`config.mk`:
```
export PLATFORM = sky130hd
export DESIGN_NAME = change_dispenser
export DESIGN_NICKNAME = d
export VERILOG_FILES = /design/src/rtl/change_dispenser.sv
export SDC_FILE = /design/constraint.sdc
export NUM_CORES = 1
export LEC_CHECK = 0
export ABC_CLOCK_PERIOD_IN_PS = 8100
export CAP_MARGIN = 20
export CORE_UTILIZATION = 45
export CTS_CLUSTER_SIZE = 25
export DETAILED_ROUTE_END_ITERATION = 6
export GPL_ROUTABILITY_DRIVEN = 0
export PLACE_DENSITY = 0.77
export SKIP_CTS_REPAIR_TIMING = 1
export SYNTH_ARGS = -nofsm -noshare
export SYNTH_HDL_FRONTEND = slang
export SYNTH_SLANG_ARGS = --single-unit
```
`constraint.sdc`:
```
create_clock -name clk -period 8.1 [get_ports clk]
set_input_delay 2.43 -clock clk [delete_from_list [all_inputs] [get_ports clk]]
set_output_delay 2.43 -clock clk [all_outputs]
set_load 0.005 [all_outputs]
```
`src/rtl/change_dispenser.sv`:
```
// Coin payout stage: pays a change balance greedily (quarter, dime, nickel), one coin per
// ejector handshake, while tracking a per-type inventory that can be restocked when idle.
module change_dispenser #(
    parameter int unsigned BAL_W      = 16,
    parameter int unsigned COUNT_W    = 8,
    parameter int unsigned MAX_COINS  = 200,
    parameter int unsigned INIT_COUNT = 20
) (
    input  logic               clk,
    input  logic               hrst_n,
    input  logic               srst,
    input  logic               balance_valid,
    input  logic [BAL_W-1:0]   balance,
    output logic               coin_valid,
    output logic [1:0]         coin_out,
    input  logic               coin_ready,
    output logic               busy,
    output logic               done,
    output logic               change_error,
    output logic [BAL_W-1:0]   remaining,
    input  logic               restock_valid,
    input  logic [1:0]         restock_coin,
    input  logic [COUNT_W-1:0] restock_count,
    output logic [COUNT_W-1:0] nickel_cnt,
    output logic [COUNT_W-1:0] dime_cnt,
    output logic [COUNT_W-1:0] quarter_cnt
);

    localparam logic [1:0] CoinNone    = 2'd0;
    localparam logic [1:0] CoinNickel  = 2'd1;
    localparam logic [1:0] CoinDime    = 2'd2;
    localparam logic [1:0] CoinQuarter = 2'd3;

    localparam logic [BAL_W-1:0]   ValNickel  = BAL_W'(5);
    localparam logic [BAL_W-1:0]   ValDime    = BAL_W'(10);
    localparam logic [BAL_W-1:0]   ValQuarter = BAL_W'(25);
    localparam logic [COUNT_W-1:0] CountInit  = COUNT_W'(INIT_COUNT);
    localparam logic [COUNT_W-1:0] CountMax   = COUNT_W'(MAX_COINS);

    typedef enum logic [2:0] {StIdle, StSelect, StEmit, StDone, StError} state_t;

    state_t state;

    logic [1:0]         pick;
    logic [COUNT_W-1:0] restock_base;
    logic [COUNT_W:0]   restock_sum;
    logic [COUNT_W-1:0] restock_new;

    function automatic logic [BAL_W-1:0] coin_value(input logic [1:0] c);
        case (c)
            CoinNickel:  return ValNickel;
            CoinDime:    return ValDime;
            CoinQuarter: return ValQuarter;
            default:     return '0;
        endcase
    endfunction

    // Largest affordable coin still in stock; NONE means change cannot be completed.
    always_comb begin
        pick = CoinNone;
        if (remaining >= ValQuarter && quarter_cnt != '0) begin
            pick = CoinQuarter;
        end else if (remaining >= ValDime && dime_cnt != '0) begin
            pick = CoinDime;
        end else if (remaining >= ValNickel && nickel_cnt != '0) begin
            pick = CoinNickel;
        end
    end

    always_comb begin
        restock_base = '0;
        case (restock_coin)
            CoinNickel:  restock_base = nickel_cnt;
            CoinDime:    restock_base = dime_cnt;
            CoinQuarter: restock_base = quarter_cnt;
            default:     restock_base = '0;
        endcase
        // One extra bit so a large restock saturates instead of wrapping.
        restock_sum = {1'b0, restock_base} + {1'b0, restock_count};
        restock_new = (restock_sum > (COUNT_W+1)'(MAX_COINS)) ? CountMax
                                                              : restock_sum[COUNT_W-1:0];
    end

    always_ff @(posedge clk or negedge hrst_n) begin
        if (!hrst_n) begin
            state        <= StIdle;
            coin_valid   <= 1'b0;
            coin_out     <= CoinNone;
            busy         <= 1'b0;
            done         <= 1'b0;
            change_error <= 1'b0;
            remaining    <= '0;
            nickel_cnt   <= CountInit;
            dime_cnt     <= CountInit;
            quarter_cnt  <= CountInit;
        end else if (srst) begin
            state        <= StIdle;
            coin_valid   <= 1'b0;
            coin_out     <= CoinNone;
            busy         <= 1'b0;
            done         <= 1'b0;
            change_error <= 1'b0;
            remaining    <= '0;
        end else begin
            done         <= 1'b0;
            change_error <= 1'b0;
            unique case (state)
                StIdle: begin
                    if (balance_valid) begin
                        remaining <= balance;
                        busy      <= 1'b1;
                        if ((balance % ValNickel) != '0) begin
                            state        <= StError;
                            change_error <= 1'b1;
                        end else begin
                            state <= StSelect;
                        end
                    end else if (restock_valid) begin
                        case (restock_coin)
                            CoinNickel:  nickel_cnt  <= restock_new;
                            CoinDime:    dime_cnt    <= restock_new;
                            CoinQuarter: quarter_cnt <= restock_new;
                            default:     ;
                        endcase
                    end
                end
                StSelect: begin
                    if (remaining == '0) begin
                        state <= StDone;
                        done  <= 1'b1;
                    end else if (pick != CoinNone) begin
                        state      <= StEmit;
                        coin_out   <= pick;
                        coin_valid <= 1'b1;
                    end else begin
                        state        <= StError;
                        change_error <= 1'b1;
                    end
                end
                StEmit: begin
                    if (coin_ready) begin
                        remaining  <= remaining - coin_value(coin_out);
                        coin_valid <= 1'b0;
                        coin_out   <= CoinNone;
                        state      <= StSelect;
                        case (coin_out)
                            CoinNickel:  nickel_cnt  <= nickel_cnt - COUNT_W'(1);
                            CoinDime:    dime_cnt    <= dime_cnt - COUNT_W'(1);
                            CoinQuarter: quarter_cnt <= quarter_cnt - COUNT_W'(1);
                            default:     ;
                        endcase
                    end
                end
                StDone: begin
                    state     <= StIdle;
                    busy      <= 1'b0;
                    remaining <= '0;
                end
                StError: begin
                    state <= StIdle;
                    busy  <= 1'b0;
                end
                default: begin
                    state <= StIdle;
                    busy  <= 1'b0;
                end
            endcase
        end
    end

endmodule

```
==> impl_results.md <==
- Placement Setup Slack: 0.226 ns
- Diode count: 0
- CP arrival: 7.79 ns
- Routed vias/inst: 6.29
- Drt initial violations: 963
- Setup Crit Path Kind: primary input to flop
- Clk root buf: clkbuf_16
- DRC: 0
- DIE AREA: 0.0132 mm²
- Vias in the first global route: 5,485
- Worst min-delay path class: flop to flop
- Distinct cells, synth: 97
- DP HPWL: 12.1 mm
- Max-slew violations: 0
- I/O Buffers: 77
- Post-DRT Antenna Nets: 0
- Ys async rst share: 1.00
- Final Hold Viols: 0
- Initial antenna violation count: 0
- Total negative setup slack: 0 ns
- WL final: 16.6 mm
- Max-slew headroom: 0.460
- Worst Path Max Fanout: 16
- Hold path depth: 2
- Mapped Area: 0.00572 mm²
- Main synth FF type: dfrtp_1
- Yosys reg bits: 49
- Initial Util: 0.468
- Synth Instances: 756
- Worst EP required: 8.28 ns
- Static power due to leakage: 2.69 nW
- H-tree depth: 2
- Syn. warnings: 0
- Final Skew: 0.00972 ns
- Achievable Freq: 131 MHz
- Status: completed
- Fin crit share: 0.939
- Ports: 78
- Tmin final: 7.61 ns
- Gr usage total: 0.253
- Cell Pwr Density: 235 mW/mm²
- Clock latency on the worst-skew pair: 0.29 ns
- CTS tree: yes
- CTS sink count: 49
- Fraction of final layout cells sized beyond drive strength 1: 0.0926
- Net Count, Synth: 811
- Critical Path Sink Type: flop
- Worst-path clk slew: 0.07 ns
- Hold Path Origin: coin_valid
- Syn Area/Cell: 7.57 µm²
- RSZ-0062 raised after global routing: no
- Final WS setup: 0.491 ns
- Max Cap Viol: 0
- DRT Pass-1 Iters: 5
- # setup viols final: 0
- Reg2reg path depth: 16
- Chip width: 115 µm
- Kind of start point of the critical path: primary input
- FF-to-FF End: quarter_cnt[2]
- Wire length of the first global-routing pass: 27.2 mm
- Routed len/inst: 16.9 µm
- Vias: 6,152
- Total gr overflow: 0
- Worst-margin pin slew: 0.811 ns
- Final nets: 864
- Rows: 40
- Chip Height: 115 µm
- Hold Crit Endpoint: coin_valid
- Syn-to-layout area delta: 18.9%
- Core ar.: 0.0122 mm²
- R2R Setup Slk: 4.33 ns
- Max rail drop VDD: 0.107 mV
- Register area share after synthesis: 0.216
- CTS Buffer Depth: 2
- EDFF count, synth: 0
- Clock buffer count from CTS: 5
- Largest net degree at the start of global routing: 50
- R2R Path Start: nickel_cnt[1]
[per-stage QoR]
step	total power, mW	hold slack [ns]	instances	cell area, µm²	utilization
global placement	1.34	0.512	970	6640	0.544
finish	1.60	0.522	978	6800	0.557
detailed placement	1.35	0.514	970	6640	0.544
CTS	1.58	0.525	978	6800	0.557
global route	1.72	0.552	978	6800	0.557
floorplan	1.00	0.501	756	5720	-
[where the power goes]
| part | switching (mW) | internal [mW] | total (mW) |
|---|---|---|---|
| logic | 0.507 | 0.430 | 0.937 |
| registers | 0.115 | 0.323 | 0.439 |
| clock network | 0.0971 | 0.125 | 0.222 |
[routing by layer]
| metal | track usage | routed length (µm) | up-vias |
|---|---|---|---|
| li1 | - | - | 2969 |
| met1 | 0.362 | 7360 | 2870 |
| met2 | 0.410 | 7660 | 278 |
| met3 | 0.0264 | 1210 | 35 |
| met4 | 0.0563 | 330 | 0 |
| met5 | 0 | 0 | - |
[worst max-delay path, stage by stage]
cell             delay (ns)
clkdlybuf4s50_1        0.66
nand2_1                0.27
a22o_1                 0.26
o2bb2ai_1              0.40
or4b_1                 0.19
o2111ai_1              0.12
o21ai_2                0.52
a211oi_1               0.13
o311ai_2               0.39
a31oi_4                0.08
or4_1                  0.50
a21o_1                 0.18
a31oi_2                0.19
nor2_1                 0.09
ha_1                   0.23
nor3_2                 0.27
o21ai_1                0.11
a22o_1                 0.23
o211a_1                0.25
o311a_1                0.29
[area by class of cell]
cell class	instances	area, µm²
clock buffers	6	139
clock inverters	2	17.5
fillers	1160	5410
inverters	35	131
multi-input cells	621	4130
flip-flops and latches	49	1230
well taps	168	210
repair buffers	97	941
[cell families (layout without fill, tap and decap cells)]
logic type / Yosys count / after routing / synth area share
buffers and inverters: 86 / 140 / 0.0630
multiplexers: 9 / 9 / 0.0173
flip-flops: 49 / 49 / 0.216
AND/OR/NAND/NOR: 270 / 270 / 0.253
XOR/XNOR: 21 / 21 / 0.0322
AO/OA/AOI/OAI: 298 / 298 / 0.366
adder cells (fa/ha/maj): 23 / 23 / 0.0529
[sequential cells by signal, indices dropped and copies added (netlist names)]
name / flops
done: 1
remaining: 16
coin_valid: 1
state: 3
quarter_cnt: 8
busy: 1
nickel_cnt: 8
dime_cnt: 8
coin_out: 2
change_error: 1
[synthesized netlist by cell type, drive strengths merged (8+ instances only)]
library cell  number  share of area
o211ai            10          0.014
ha                21          0.046
a31oi             23          0.029
a21o              12          0.016
and3               8         0.0088
buf               18          0.018
or2                8         0.0088
nand3             15          0.013
o31ai              8          0.011
a21oi             48          0.042
nand2b            18          0.020
a22o               9          0.014
nor3b              8          0.011
nor2              61          0.040
or3               10          0.013
nor2b             19          0.021
inv               35          0.023
o21ai             87          0.077
dfrtp             43           0.19
a22oi             14          0.018
clkbuf            33          0.022
nand2             57          0.039
nor3              25          0.023
xor2              13          0.020
xnor2              8          0.012
nor4              14          0.016
[layout by cell type (no fill, tap or decap), types with 19 or more instances in the layout]
cell             Yosys  routed
o21ai_0             77      77
clkdlybuf4s50_1      0      76
nor2_1              60      59
nand2_1             55      55
a21oi_1             48      48
dfrtp_1             43      43
inv_1               34      34
nor3_1              24      24
a31oi_1             21      21
ha_1                21      21
nor2b_1             19      19
[how the worst max path moves through the flow]
stage,startpoint,endpoint,slack (ns)
2_1_floorplan,balance[11],state[0],1.13
3_5_place_dp,balance[13],state[0],0.23
3_3_place_gp,balance[15],state[0],0.31
6_report,balance[11],state[0],0.49
5_1_grt,balance[11],state[0],0.11
4_1_cts,balance[13],state[0],0.53
Note: power is estimated with default switching activity, not from simulation.
